## src/rtl/uart_pkg.sv

```systemverilog
// ============================================================================
// Module  : uart_pkg
// Brief   : Shared receiver/transmitter state codes, parity modes and vote helper.
// Revision: 1.0  initial release
// ============================================================================
`default_nettype none

package uart_pkg;

  localparam logic [2:0] S_IDLE   = 3'd0;
  localparam logic [2:0] S_START  = 3'd1;
  localparam logic [2:0] S_DATA   = 3'd2;
  localparam logic [2:0] S_PARITY = 3'd3;
  localparam logic [2:0] S_STOP   = 3'd4;
  localparam logic [2:0] S_BREAK  = 3'd5;

  localparam int PARITY_NONE = 0;
  localparam int PARITY_EVEN = 1;
  localparam int PARITY_ODD  = 2;

  function automatic logic maj3(input logic a, input logic b, input logic c);
    return (a & b) | (a & c) | (b & c);
  endfunction

endpackage

`default_nettype wire

```

## src/rtl/uart_baud_tick.sv

```systemverilog
// ============================================================================
// Module  : uart_baud_tick
// Brief   : Oversample tick generator; restart re-phases the divider to an edge.
// Revision: 1.0  initial release
// ============================================================================
`default_nettype none

module uart_baud_tick #(
  parameter int CLK_FREQ   = 100_000_000,
  parameter int BAUDRATE   = 115200,
  parameter int OVERSAMPLE = 16
) (
  input  logic clk,
  input  logic rstb,
  input  logic restart,
  output logic tick
);

  localparam int c_div = (CLK_FREQ + (BAUDRATE * OVERSAMPLE) / 2) / (BAUDRATE * OVERSAMPLE);
  localparam int c_cw  = (c_div < 2) ? 1 : $clog2(c_div + 1);
  localparam logic [c_cw-1:0] c_last = c_cw'(c_div - 1);

  logic [c_cw-1:0] r_cnt;

  always_ff @(posedge clk) begin
    if (!rstb) begin
      r_cnt <= '0;
    end else if (restart || (r_cnt == c_last)) begin
      r_cnt <= '0;
    end else begin
      r_cnt <= r_cnt + c_cw'(1);
    end
  end

  assign tick = (r_cnt == c_last);

endmodule

`default_nettype wire

```

## src/rtl/uart_rx_os.sv

```systemverilog
// ============================================================================
// Module  : uart_rx_os
// Brief   : Oversampling UART receiver, 3-sample mid-bit vote, valid/ready out.
//           Define UART_RX_BREAK_DET_EN to enable line-break detection.
// Revision: 1.0  initial release
// ============================================================================
`default_nettype none

module uart_rx_os
  import uart_pkg::*;
#(
  parameter int CLK_FREQ    = 100_000_000,
  parameter int BAUDRATE    = 115200,
  parameter int OVERSAMPLE  = 16,
  parameter int BITLEN      = 8,
  parameter int PARITY      = 0,
  parameter int STOPBITS    = 1,
  parameter int SYNC_STAGES = 2
) (
  input  logic              clk,
  input  logic              rstb,
  input  logic              rx,
  output logic [BITLEN-1:0] data_out,
  output logic              data_valid,
  input  logic              data_ready,
  output logic              parity_err,
  output logic              frame_err,
  output logic              overrun,
  output logic              break_det
);

  localparam int c_osw = $clog2(OVERSAMPLE);
  localparam int c_bw  = $clog2(BITLEN + 1);
  localparam logic [c_osw-1:0] c_smp0     = c_osw'(OVERSAMPLE / 2 - 1);
  localparam logic [c_osw-1:0] c_smp1     = c_osw'(OVERSAMPLE / 2);
  localparam logic [c_osw-1:0] c_vote     = c_osw'(OVERSAMPLE / 2 + 1);
  localparam logic [c_osw-1:0] c_os_last  = c_osw'(OVERSAMPLE - 1);
  localparam logic [c_bw-1:0]  c_bit_last = c_bw'(BITLEN - 1);
  localparam logic [c_bw-1:0]  c_stop_last = c_bw'(STOPBITS - 1);

  logic [SYNC_STAGES-1:0] r_sync;
  logic                   w_rx;
  logic [2:0]             r_state;
  logic                   w_restart;
  logic                   w_tick;
  logic                   w_at_vote;
  logic                   w_at_last;
  logic                   w_vote;
  logic [c_osw-1:0]       r_os_cnt;
  logic [c_bw-1:0]        r_bit_idx;
  logic [1:0]             r_smp;
  logic [BITLEN-1:0]      r_shift;
  logic                   r_par_bit;
  logic                   r_ferr_acc;
  logic                   w_ferr_now;
  logic                   w_perr;
  logic                   w_last_stop;
  logic                   w_is_break;
  logic                   w_done;
  logic                   w_accept;
  logic [BITLEN-1:0]      r_data_out;
  logic                   r_data_valid;
  logic                   r_parity_err;
  logic                   r_frame_err;
  logic                   r_overrun;

  always_ff @(posedge clk) begin
    if (!rstb) begin
      r_sync <= '1;
    end else begin
      r_sync <= {r_sync[SYNC_STAGES-2:0], rx};
    end
  end

  assign w_rx      = r_sync[SYNC_STAGES-1];
  assign w_restart = (r_state == S_IDLE) && !w_rx;

  uart_baud_tick #(
    .CLK_FREQ   (CLK_FREQ),
    .BAUDRATE   (BAUDRATE),
    .OVERSAMPLE (OVERSAMPLE)
  ) u_baud_tick (
    .clk     (clk),
    .rstb    (rstb),
    .restart (w_restart),
    .tick    (w_tick)
  );

  assign w_at_vote   = w_tick && (r_os_cnt == c_vote);
  assign w_at_last   = w_tick && (r_os_cnt == c_os_last);
  assign w_vote      = maj3(r_smp[0], r_smp[1], w_rx);
  assign w_ferr_now  = r_ferr_acc | ~w_vote;
  assign w_last_stop = (r_state == S_STOP) && w_at_vote && (r_bit_idx == c_stop_last);

  always_comb begin
    w_perr = 1'b0;
    if (PARITY == PARITY_EVEN) begin
      w_perr = ^{r_shift, r_par_bit};
    end else if (PARITY == PARITY_ODD) begin
      w_perr = ~^{r_shift, r_par_bit};
    end
  end

`ifdef UART_RX_BREAK_DET_EN
  // r_zero: parity and earlier stop votes were all 0 in the current frame.
  logic r_zero;
  logic r_break_det;
  assign w_is_break = r_zero && (r_shift == '0) && !w_vote;
  assign break_det  = r_break_det;
`else
  assign w_is_break = 1'b0;
  assign break_det  = 1'b0;
`endif

  assign w_done = w_last_stop && !w_is_break;

  // Sample counter runs only inside a frame; first two vote samples are latched.
  always_ff @(posedge clk) begin
    if (!rstb) begin
      r_os_cnt <= '0;
      r_smp    <= '0;
    end else if (r_state == S_IDLE) begin
      r_os_cnt <= '0;
    end else if (w_tick) begin
      if (r_os_cnt == c_smp0) r_smp[0] <= w_rx;
      if (r_os_cnt == c_smp1) r_smp[1] <= w_rx;
      r_os_cnt <= (r_os_cnt == c_os_last) ? '0 : r_os_cnt + c_osw'(1);
    end
  end

  always_ff @(posedge clk) begin
    if (!rstb) begin
      r_state    <= S_IDLE;
      r_bit_idx  <= '0;
      r_shift    <= '0;
      r_par_bit  <= 1'b0;
      r_ferr_acc <= 1'b0;
`ifdef UART_RX_BREAK_DET_EN
      r_zero      <= 1'b1;
      r_break_det <= 1'b0;
`endif
    end else begin
`ifdef UART_RX_BREAK_DET_EN
      r_break_det <= 1'b0;
`endif
      case (r_state)
        S_IDLE: begin
          if (!w_rx) begin
            r_state    <= S_START;
            r_bit_idx  <= '0;
            r_ferr_acc <= 1'b0;
`ifdef UART_RX_BREAK_DET_EN
            r_zero     <= 1'b1;
`endif
          end
        end
        S_START: begin
          if (w_at_vote && w_vote) begin
            r_state <= S_IDLE;
          end else if (w_at_last) begin
            r_state <= S_DATA;
          end
        end
        S_DATA: begin
          if (w_at_vote) r_shift <= {w_vote, r_shift[BITLEN-1:1]};
          if (w_at_last) begin
            if (r_bit_idx == c_bit_last) begin
              r_bit_idx <= '0;
              r_state   <= (PARITY == PARITY_NONE) ? S_STOP : S_PARITY;
            end else begin
              r_bit_idx <= r_bit_idx + c_bw'(1);
            end
          end
        end
        S_PARITY: begin
          if (w_at_vote) begin
            r_par_bit <= w_vote;
`ifdef UART_RX_BREAK_DET_EN
            r_zero    <= r_zero & ~w_vote;
`endif
          end
          if (w_at_last) r_state <= S_STOP;
        end
        S_STOP: begin
          // Leave right after the last stop vote so a following start edge is caught.
          if (w_at_vote) begin
            r_ferr_acc <= w_ferr_now;
`ifdef UART_RX_BREAK_DET_EN
            r_zero     <= r_zero & ~w_vote;
`endif
            if (r_bit_idx == c_stop_last) begin
`ifdef UART_RX_BREAK_DET_EN
              if (w_is_break) begin
                r_state     <= S_BREAK;
                r_break_det <= 1'b1;
              end else
`endif
              r_state <= S_IDLE;
            end
          end else if (w_at_last) begin
            r_bit_idx <= r_bit_idx + c_bw'(1);
          end
        end
`ifdef UART_RX_BREAK_DET_EN
        S_BREAK: begin
          if (w_rx) r_state <= S_IDLE;
        end
`endif
        default: r_state <= S_IDLE;
      endcase
    end
  end

  assign w_accept = r_data_valid && data_ready;

  // A completion coinciding with an accept replaces the word without overrun.
  always_ff @(posedge clk) begin
    if (!rstb) begin
      r_data_out   <= '0;
      r_data_valid <= 1'b0;
      r_parity_err <= 1'b0;
      r_frame_err  <= 1'b0;
      r_overrun    <= 1'b0;
    end else begin
      r_overrun <= 1'b0;
      if (w_done) begin
        if (!r_data_valid || w_accept) begin
          r_data_out   <= r_shift;
          r_parity_err <= w_perr;
          r_frame_err  <= w_ferr_now;
          r_data_valid <= 1'b1;
        end else begin
          r_overrun <= 1'b1;
        end
      end else if (w_accept) begin
        r_data_valid <= 1'b0;
      end
    end
  end

  assign data_out   = r_data_out;
  assign data_valid = r_data_valid;
  assign parity_err = r_parity_err;
  assign frame_err  = r_frame_err;
  assign overrun    = r_overrun;

endmodule

`default_nettype wire

```

## config.mk

```make
export PLATFORM = sky130hd
export DESIGN_NAME = uart_rx_os
export DESIGN_NICKNAME = d
export VERILOG_FILES = /design/src/rtl/uart_pkg.sv /design/src/rtl/uart_baud_tick.sv /design/src/rtl/uart_rx_os.sv
export SDC_FILE = /design/constraint.sdc
export NUM_CORES = 1
export LEC_CHECK = 0
export CAP_MARGIN = 30
export CELL_PAD_IN_SITES_DETAIL_PLACEMENT = 2
export CELL_PAD_IN_SITES_GLOBAL_PLACEMENT = 2
export CORE_UTILIZATION = 36
export DETAILED_ROUTE_END_ITERATION = 10
export PLACE_DENSITY = 0.76
export RECOVER_POWER = 50
export SYNTH_ARGS = -nofsm -noshare
export SYNTH_HDL_FRONTEND = slang
export SYNTH_SLANG_ARGS = --single-unit
```

## constraint.sdc

```tcl
create_clock -name clk -period 2.47 [get_ports clk]
set_input_delay 0.494 -clock clk [delete_from_list [all_inputs] [get_ports clk]]
set_output_delay 0.494 -clock clk [all_outputs]
set_load 0.02 [all_outputs]
```

==> impl_table.tex, run 1 <==
\begin{tabular}{lr}
\hline
Metric & Value \\
\hline
\multicolumn{2}{l}{\textbf{Outcome}} \\
\quad Run status & finished, final reports clean \\
\multicolumn{2}{l}{\textbf{Hold path}} \\
\quad Destination of the worst hold path & r\_sync[1]\$\_SDFF\_PN1\_ \\
\quad Hold Path Stages & 1 \\
\quad Tightest Hold Check Type & reg2reg \\
\quad Hold\_sp & r\_sync[0]\$\_SDFF\_PN1\_ \\
\multicolumn{2}{l}{\textbf{Cells and area}} \\
\quad Share of layout cells above drive strength 1 & 7.44\% \\
\quad Number of fillers in the final layout & 587 \\
\quad Number of standard cells in the layout, taps in and fillers out & 285 \\
\quad Register area & 821 sq um \\
\quad Number of inserted diodes & 0 \\
\quad Multi-input gate area in the final layout & 1010 sq um \\
\quad Share of the core filled with cells & 43.3\% \\
\quad Layout-stage area growth over the synthesis result & 15.6\% \\
\quad Non-Filler Cell Area, Final & 2230 sq um \\
\quad Count of nets after finishing & 225 \\
\multicolumn{2}{l}{\textbf{Global routing}} \\
\quad Global-route wire length before repair & 8160 um \\
\quad Remaining global-route overflow & 0 \\
\quad Overall global routing resource usage & 19.4\% \\
\quad Antenna violations before repair & 0 \\
\quad Pin count of the biggest net entering global routing & 18 \\
\quad Number of global-route vias before repair & 1655 \\
\multicolumn{2}{l}{\textbf{Power}} \\
\quad Cell Pwr Density & 607 nW/um\^{}2 \\
\quad Peak supply drop & 240 uV \\
\quad Leakage power figure & 0.933 nW \\
\quad PnR Total Power & 1.35 mW \\
\multicolumn{2}{l}{\textbf{Floorplanning}} \\
\quad Initial core utilization & 37.5\% \\
\quad Die span in x & 75.2 um \\
\quad Core Rows & 26 \\
\quad Area enclosed by the die boundary & 5650 sq um \\
\quad Area of the core & 5140 sq um \\
\quad IO Count & 17 \\
\quad Die extent in y & 75.2 um \\
\multicolumn{2}{l}{\textbf{STA}} \\
\quad Clock period minus final worst setup slack & 2.14 ns \\
\quad Relative slew slack & 62.6\% \\
\quad Crit share post-route & 86.5\% \\
\quad Worst path setup slack after routing & 0.335 ns \\
\quad RSZ-0062 raised after global routing & false \\
\quad Transition time at the pin with the least slew margin & 0.559 ns \\
\quad Worst Clk Skew & 0.00488 ns \\
\quad Number of failing hold endpoints at the final stage & 0 \\
\quad Count of final setup violators & 0 \\
\quad F\_max & 468 MHz \\
\quad Minimum hold slack & 0.429 ns \\
\quad Summed negative setup slack over all endpoints & 0 ns \\
\quad Max-slew violation total from the final report & 0 \\
\multicolumn{2}{l}{\textbf{Clocking}} \\
\quad Post-CTS repair timing setup buffer count & 0 \\
\quad Hold-fix buffers, CTS & 0 \\
\quad Skew-Pair Late Insertion Delay & 0.30 ns \\
\quad CTS tree & built \\
\quad Root Buffer Master & sky130\_fd\_sc\_hd\_\_clkbuf\_8 \\
\quad Buffer levels on the longest clock path & 2 \\
\quad Clock buffer count from CTS & 5 \\
\quad Clock transition at the registers of the reported paths & 0.08 ns \\
\quad Count of H-tree levels built during CTS & 2 \\
\quad Post-CTS resize count & 0 \\
\quad CTS sink count & 41 \\
\multicolumn{2}{l}{\textbf{Synthesis}} \\
\quad Simple-gate portion of the synthesized area & 25.3\% \\
\quad Largest family of logic cells by synthesized area & simple AND/OR/NAND/NOR gates \\
\quad Cell area after technology mapping & 1930 sq um \\
\quad Post-synth top area share & 42.6\% \\
\quad Mean instance size in the synthesized netlist & 9.68 sq um \\
\quad Mux share of post-synthesis cell area & 9.87\% \\
\quad Largest area contributor in the synthesized netlist & sky130\_fd\_sc\_hd\_\_dfxtp\_1 \\
\quad Compound-Gate Fraction of Synth Area & 9.55\% \\
\quad Async set-reset flop share out of synthesis & 0\% \\
\quad Post-Synth XOR/XNOR Area & 2.73\% \\
\quad Sequential element share of the synthesized area & 42.6\% \\
\quad Count of distinct cell types in the synthesized netlist & 51 \\
\quad Register bit total from synthesis & 41 \\
\quad Number of enable flip-flop cells after synthesis & 0 \\
\quad Synth area leaders & sky130\_fd\_sc\_hd\_\_dfxtp\_1 43\%, sky130\_fd\_sc\_hd\_\_mux2i\_1 9.9\%, sky130\_fd\_sc\_hd\_\_nor2b\_1 7.1\% \\
\quad Total of warnings raised by yosys & 0 \\
\quad Mapped Cells & 199 \\
\quad Adder-Cell Fraction of Synth Area & 5.06\% \\
\quad Post-synth top flop & sky130\_fd\_sc\_hd\_\_dfxtp\_1 \\
\multicolumn{2}{l}{\textbf{Placed design}} \\
\quad Global placer's final weighted congestion & 0.854 \\
\quad Cells after DPL & 277 \\
\quad Detailed placer's ending HPWL & 3410 um \\
\quad Worst-case setup slack after placement & 0.346 ns \\
\quad Post-detailed-placement cell area & 2120 sq um \\
\quad Port Buffer Count & 14 \\
\multicolumn{2}{l}{\textbf{Routing}} \\
\quad Count of unresolved DRC violations after routing & 0 \\
\quad Count of routing violations after the opening detailed-route iteration & 69 \\
\quad WL met1 & 2140 um \\
\quad Top routing layer in use & met4 \\
\quad Post-Route WL & 4800 um \\
\quad Routed met3 length & 115 um \\
\quad Count of TritonRoute iterations in the first routing pass & 4 \\
\quad Via/cell ratio & 5.25 \\
\quad DR vias & 1496 \\
\quad Number of nets with antenna violations after detailed routing & 0 \\
\quad Routed wl met2 & 2470 um \\
\quad Average routed wire per standard cell & 16.8 um \\
\multicolumn{2}{l}{\textbf{Setup path}} \\
\quad Terminus of the critical flop-to-flop path & data\_out[4]\$\_SDFFE\_PN0P\_ \\
\quad Startpoint-to-endpoint class of the critical path & reg2reg \\
\quad Required time of the worst setup path & 2.67 ns \\
\quad Reg2Reg Setup Slack & 0.33 ns \\
\quad Nature of the critical path startpoint & register \\
\quad Largest fanout on the critical path & 6 \\
\quad Worst setup EP type & register \\
\quad Cells on worst reg2reg path & 8 \\
\quad Signal arrival time at the worst endpoint & 2.33 ns \\
\quad Critical R2R Launch & r\_bit\_idx[0]\$\_SDFFE\_PN0P\_ \\
\multicolumn{2}{l}{\textbf{Flow run}} \\
\quad Max Cap Violations & 0 \\
\hline
\end{tabular}
critical path, stage by stage (launching register included):
cell	delay, ns
sky130_fd_sc_hd__dfxtp_1	0.35
sky130_fd_sc_hd__inv_1	0.09
sky130_fd_sc_hd__ha_1	0.15
sky130_fd_sc_hd__or3b_2	0.46
sky130_fd_sc_hd__nor4_2	0.23
sky130_fd_sc_hd__nand2b_1	0.28
sky130_fd_sc_hd__buf_4	0.25
sky130_fd_sc_hd__mux2i_1	0.16
sky130_fd_sc_hd__nor2b_1	0.06
cell type report:
type	count	area share (%)
Multi-Input combinational cell	142	45.5
Sequential cell	41	36.9
Tap cell	70	3.93
Clock buffer	6	3.71
Clock inverter	2	1.69
Inverter	7	1.18
Timing Repair Buffer	17	7.13
layout by cell type (no fill, tap or decap), types with 5 or more instances in the layout:
cell,Yosys,final
sky130_fd_sc_hd__nand3_1,7,8
sky130_fd_sc_hd__ha_1,7,7
sky130_fd_sc_hd__clkbuf_8,0,6
sky130_fd_sc_hd__mux2i_1,19,19
sky130_fd_sc_hd__dfxtp_1,41,41
sky130_fd_sc_hd__nor2_1,10,10
sky130_fd_sc_hd__a21oi_1,5,5
sky130_fd_sc_hd__o21ai_0,6,6
sky130_fd_sc_hd__nand2_1,11,11
sky130_fd_sc_hd__nor2b_1,22,22
sky130_fd_sc_hd__inv_1,7,7
sky130_fd_sc_hd__dlygate4sd3_1,0,10
state kept, by name (all words and copies together), names as in the netlist:
signal	flops
data_out	8
data_valid	1
frame_err	1
overrun	1
r_bit_idx	4
r_ferr_acc	1
r_os_cnt	4
r_shift	8
r_smp	2
r_state	3
r_sync	2
u_baud_tick.r_cnt	6
synthesized netlist by cell type, drive strengths merged, types with 4 or more instances:
library cell  instances
nand2b                4
nand2                11
xor2                  4
nand3                 8
nand4                 5
nor2                 10
nor2b                22
ha                    7
buf                   6
o21ai                 6
a21oi                 5
mux2i                19
a21boi                4
inv                   7
dfxtp                41
report_power, final:
group	leakage (nW)	switching (mW)	internal, mW	total [mW]
sequential	0.331	0.0182	0.672	0.690
combinational	0.544	0.0519	0.0364	0.0883
clock	0.0574	0.244	0.329	0.573
total	0.933	0.314	1.04	1.35
how the worst max path moves through the flow:
stage / from / to / cells past startpoint
detailed placement: r_bit_idx[0]$_SDFFE_PN0P_ / data_out[4]$_SDFFE_PN0P_ / 8
global route: r_bit_idx[0]$_SDFFE_PN0P_ / data_out[7]$_SDFFE_PN0P_ / 8
finish: r_bit_idx[0]$_SDFFE_PN0P_ / data_out[4]$_SDFFE_PN0P_ / 8
global placement: r_bit_idx[0]$_SDFFE_PN0P_ / data_out[4]$_SDFFE_PN0P_ / 8
floorplan: r_bit_idx[0]$_SDFFE_PN0P_ / frame_err$_SDFFE_PN0P_ / 7
CTS: r_bit_idx[0]$_SDFFE_PN0P_ / data_out[4]$_SDFFE_PN0P_ / 8
cells by family after synthesis:
kind of cell / after synthesis
compound gates: 26
simple gates: 81
other cells: 1
mux: 19
buf+inv: 17
flops: 41
fa+ha+maj: 8
xor+xnor: 6
metal layers:
layer,vias to the layer above,GRT usage (%)
met5,-,0
met4,0,6.79
met3,8,3.21
met2,23,34.5
met1,744,23.5
li1,721,-
No activity file was read; power rests on OpenSTA's default activity.
==> inputs of run 2 (changes only) <==
--- a/config.mk
+++ b/config.mk
@@ -5,13 +5,16 @@
 export SDC_FILE = /design/constraint.sdc
 export NUM_CORES = 1
 export LEC_CHECK = 0
+export ABC_CLOCK_PERIOD_IN_PS = 2470
 export CAP_MARGIN = 30
 export CELL_PAD_IN_SITES_DETAIL_PLACEMENT = 2
 export CELL_PAD_IN_SITES_GLOBAL_PLACEMENT = 2
-export CORE_UTILIZATION = 36
+export CORE_UTILIZATION = 35
+export CTS_CLUSTER_DIAMETER = 60
 export DETAILED_ROUTE_END_ITERATION = 10
-export PLACE_DENSITY = 0.76
+export PLACE_DENSITY = 0.75
 export RECOVER_POWER = 50
 export SYNTH_ARGS = -nofsm -noshare
 export SYNTH_HDL_FRONTEND = slang
+export SYNTH_HIERARCHICAL = 1
 export SYNTH_SLANG_ARGS = --single-unit
==> run 2 against run 1 <==
Clock power is 24% lower. Sequential power is 2% lower. Clock-buffer cell count is 1 lower. Total power is 15% lower. Via count is 0.40% lower. Setup slack worse by 0.057 ns. Final area is 2.0% lower. Core utilization is 1.4 points lower.
==> impl_table.tex, run 2 <==
\begin{tabular}{lr}
\hline
Metric & Value \\
\hline
\multicolumn{2}{l}{\textbf{Synthesis}} \\
\quad Synth area leaders & sky130\_fd\_sc\_hd\_\_dfxtp\_1 42\%, sky130\_fd\_sc\_hd\_\_mux2i\_1 6.2\%, sky130\_fd\_sc\_hd\_\_ha\_1 4.5\% \\
\quad Most numerous cell types in the synthesized netlist & 41 x sky130\_fd\_sc\_hd\_\_dfxtp\_1, 18 x sky130\_fd\_sc\_hd\_\_nand2\_1, 15 x sky130\_fd\_sc\_hd\_\_nor2\_1, 14 x sky130\_fd\_sc\_hd\_\_nand3\_1, 14 x sky130\_fd\_sc\_hd\_\_nor2b\_1 \\
\quad Mapped Cells & 213 \\
\quad Mean instance size in the synthesized netlist & 9.10 sq um \\
\quad Cell with the most instances after synthesis & sky130\_fd\_sc\_hd\_\_dfxtp\_1 \\
\quad Largest area contributor in the synthesized netlist & sky130\_fd\_sc\_hd\_\_dfxtp\_1 \\
\quad Total of warnings raised by yosys & 6 \\
\quad Number of enable flip-flop cells after synthesis & 0 \\
\quad Count of distinct cell types in the synthesized netlist & 47 \\
\quad Post-synth top flop & sky130\_fd\_sc\_hd\_\_dfxtp\_1 \\
\quad Cell area after technology mapping & 1940 sq um \\
\quad Sequential element share of the synthesized area & 42.3\% \\
\quad Post-synth top area share & 42.3\% \\
\quad Register bit total from synthesis & 41 \\
\quad Async set-reset flop share out of synthesis & 0\% \\
\multicolumn{2}{l}{\textbf{Setup path}} \\
\quad Nature of the critical path startpoint & register \\
\quad Maximum cell stage delay along the critical path & 0.61 ns \\
\quad Slowest CP cell & sky130\_fd\_sc\_hd\_\_or3\_1 \\
\quad Required time of the worst setup path & 2.66 ns \\
\quad Kind of cell with the highest combined delay on the critical path & simple AND/OR/NAND/NOR gates \\
\quad CP bufs+invs & 1 \\
\quad Worst setup EP type & register \\
\quad Startpoint-to-endpoint class of the critical path & reg2reg \\
\quad Signal arrival time at the worst endpoint & 2.39 ns \\
\quad Crit path cell chain & ha\_1 > nand4b\_1 > nor2\_1 > buf\_4 > nand4b\_1 > or3\_1 > mux2i\_1 > nor2b\_1 \\
\quad Largest fanout on the critical path & 10 \\
\quad CP most frequent cell & sky130\_fd\_sc\_hd\_\_nand4b\_1 \\
\multicolumn{2}{l}{\textbf{Routing}} \\
\quad Top routing layer in use & met4 \\
\quad Via/cell ratio & 5.09 \\
\quad Average routed wire per standard cell & 14.6 um \\
\quad Count of routing violations after the opening detailed-route iteration & 53 \\
\quad WL met1 & 1870 um \\
\quad Count of TritonRoute iterations in the first routing pass & 4 \\
\quad Routed met3 length & 106 um \\
\quad Number of nets with antenna violations after detailed routing & 0 \\
\quad Post-Route WL & 4280 um \\
\quad Count of unresolved DRC violations after routing & 0 \\
\quad DR vias & 1490 \\
\quad Routed wl met2 & 2250 um \\
\multicolumn{2}{l}{\textbf{Clocking}} \\
\quad Skew-Pair Late Insertion Delay & 0.30 ns \\
\quad CTS sink count & 41 \\
\quad Post-CTS repair timing setup buffer count & 0 \\
\quad Post-CTS resize count & 0 \\
\quad Clock buffer count from CTS & 5 \\
\quad Buffer levels on the longest clock path & 2 \\
\quad Clock transition at the registers of the reported paths & 0.08 ns \\
\quad Count of H-tree levels built during CTS & 2 \\
\quad Root Buffer Master & sky130\_fd\_sc\_hd\_\_clkbuf\_8 \\
\quad Hold-fix buffers, CTS & 0 \\
\quad CTS tree & built \\
\multicolumn{2}{l}{\textbf{Cells and area}} \\
\quad Share of layout cells above drive strength 1 & 11.2\% \\
\quad Number of inserted diodes & 0 \\
\quad Count of nets after finishing & 233 \\
\quad Layout-stage area growth over the synthesis result & 12.7\% \\
\quad Commonest cells after routing, fill and taps aside & 41 x sky130\_fd\_sc\_hd\_\_dfxtp\_1, 18 x sky130\_fd\_sc\_hd\_\_nand2\_1, 15 x sky130\_fd\_sc\_hd\_\_nor2\_1 \\
\quad Most common library cell in the layout ignoring fill and taps & sky130\_fd\_sc\_hd\_\_dfxtp\_1 \\
\multicolumn{2}{l}{\textbf{Power}} \\
\quad Peak supply drop & 286 uV \\
\quad Leakage power figure & 0.869 nW \\
\quad Cell Pwr Density & 529 nW/um\^{}2 \\
\multicolumn{2}{l}{\textbf{Global routing}} \\
\quad Pin count of the biggest net entering global routing & 34 \\
\quad Number of global-route vias before repair & 1550 \\
\quad Overall global routing resource usage & 16.0\% \\
\quad Antenna violations before repair & 0 \\
\quad Global-route wire length before repair & 7400 um \\
\quad Remaining global-route overflow & 0 \\
\multicolumn{2}{l}{\textbf{STA}} \\
\quad Relative slew slack & 55.3\% \\
\quad RSZ-0062 raised after global routing & false \\
\quad Clock period minus final worst setup slack & 2.19 ns \\
\quad Transition time at the pin with the least slew margin & 0.664 ns \\
\quad Max-slew violation total from the final report & 0 \\
\quad Minimum hold slack & 0.417 ns \\
\quad F\_max & 456 MHz \\
\quad Worst Clk Skew & 0.00756 ns \\
\quad Count of final setup violators & 0 \\
\quad Number of failing hold endpoints at the final stage & 0 \\
\quad Crit share post-route & 88.7\% \\
\quad Summed negative setup slack over all endpoints & 0 ns \\
\multicolumn{2}{l}{\textbf{Placed design}} \\
\quad Detailed placer's ending HPWL & 3260 um \\
\quad Port Buffer Count & 14 \\
\quad Global placer's final weighted congestion & 0.810 \\
\multicolumn{2}{l}{\textbf{Outcome}} \\
\quad Run status & finished, final reports clean \\
\multicolumn{2}{l}{\textbf{Floorplanning}} \\
\quad Die span in x & 76.4 um \\
\quad Initial core utilization & 37.2\% \\
\quad Area enclosed by the die boundary & 5840 sq um \\
\quad Die extent in y & 76.4 um \\
\quad Core Rows & 26 \\
\quad Area of the core & 5200 sq um \\
\quad IO Count & 17 \\
\multicolumn{2}{l}{\textbf{Flow run}} \\
\quad Max Cap Violations & 0 \\
\multicolumn{2}{l}{\textbf{Hold path}} \\
\quad Tightest Hold Check Type & reg2reg \\
\hline
\end{tabular}
run 2: path summary, 6_finish.rpt:
kind	startpoint	end	slack, ns	depth (start not counted)
worst min-delay path	r_sync[0]$_SDFF_PN1_	r_sync[1]$_SDFF_PN1_	0.42	1
worst min register to register	r_sync[0]$_SDFF_PN1_	r_sync[1]$_SDFF_PN1_	0.42	1
worst max register to register	u_baud_tick/r_cnt[0]$_SDFF_PP0_	r_shift[4]$_SDFFE_PN0P_	0.28	8
worst max-delay path	u_baud_tick/r_cnt[0]$_SDFF_PP0_	r_shift[4]$_SDFFE_PN0P_	0.28	8
run 2: cells by family (layout without fill, tap and decap cells):
kind of cell               after synthesis  after routing  synth area share, %
and+or+nand+nor                         95             95                 27.8
muxes                                   13             13                 6.78
xor gates and xnor gates                 6              6                 2.71
adders and majority gates                8              8                 5.04
other                                    1              2                0.193
buffers and inverters                   23             32                 5.94
DFF                                     41             41                 42.4
AOI/OAI and AO/OA                       26             26                 9.23
run 2: final cells by class:
class | count | area [sq um]
sequential | 41 | 821
fill | 591 | 3020
inverter | 7 | 26.3
tap | 70 | 87.6
clock buffer | 5 | 68.8
timing repair buffer | 17 | 156
clock inverter | 3 | 17.5
multi-input combinational | 150 | 1010
run 2: worst register-to-register path, delay by kind of cell (launching register included):
family,cells,cell delay [ns]
and+or+nand+nor,5,1.08
DFF,1,0.41
muxes,1,0.26
adders and majority gates,1,0.17
buffers and inverters,1,0.17
run 2: report_power, final:
group          internal (mW)  total, mW  switching [mW]
registers              0.667      0.677         0.00984
clock network          0.195      0.436           0.241
logic                 0.0159     0.0417          0.0258
run 2: per-stage QoR:
| step | util (%) | instances | total power [mW] | instance area, sq um | setup WS [ns] |
|---|---|---|---|---|---|
| 3_3_place_gp | 40.4 | 285 | 0.734 | 2100 | 0.387 |
| 4_1_cts | 42.1 | 293 | 1.18 | 2190 | 0.250 |
| 3_5_place_dp | 40.4 | 285 | 0.737 | 2100 | 0.260 |
| 5_1_grt | 41.9 | 293 | 1.22 | 2180 | 0.100 |
| 6_report | 41.9 | 293 | 1.15 | 2180 | 0.278 |
| 2_1_floorplan | - | 214 | 0.723 | 1940 | 0.458 |
run 2: per-layer routing:
metal | vias to the layer above | track usage, %
met5 | - | 0
met4 | 0 | 5.77
met3 | 6 | 3.95
met2 | 11 | 27.6
met1 | 732 | 19.3
li1 | 741 | -
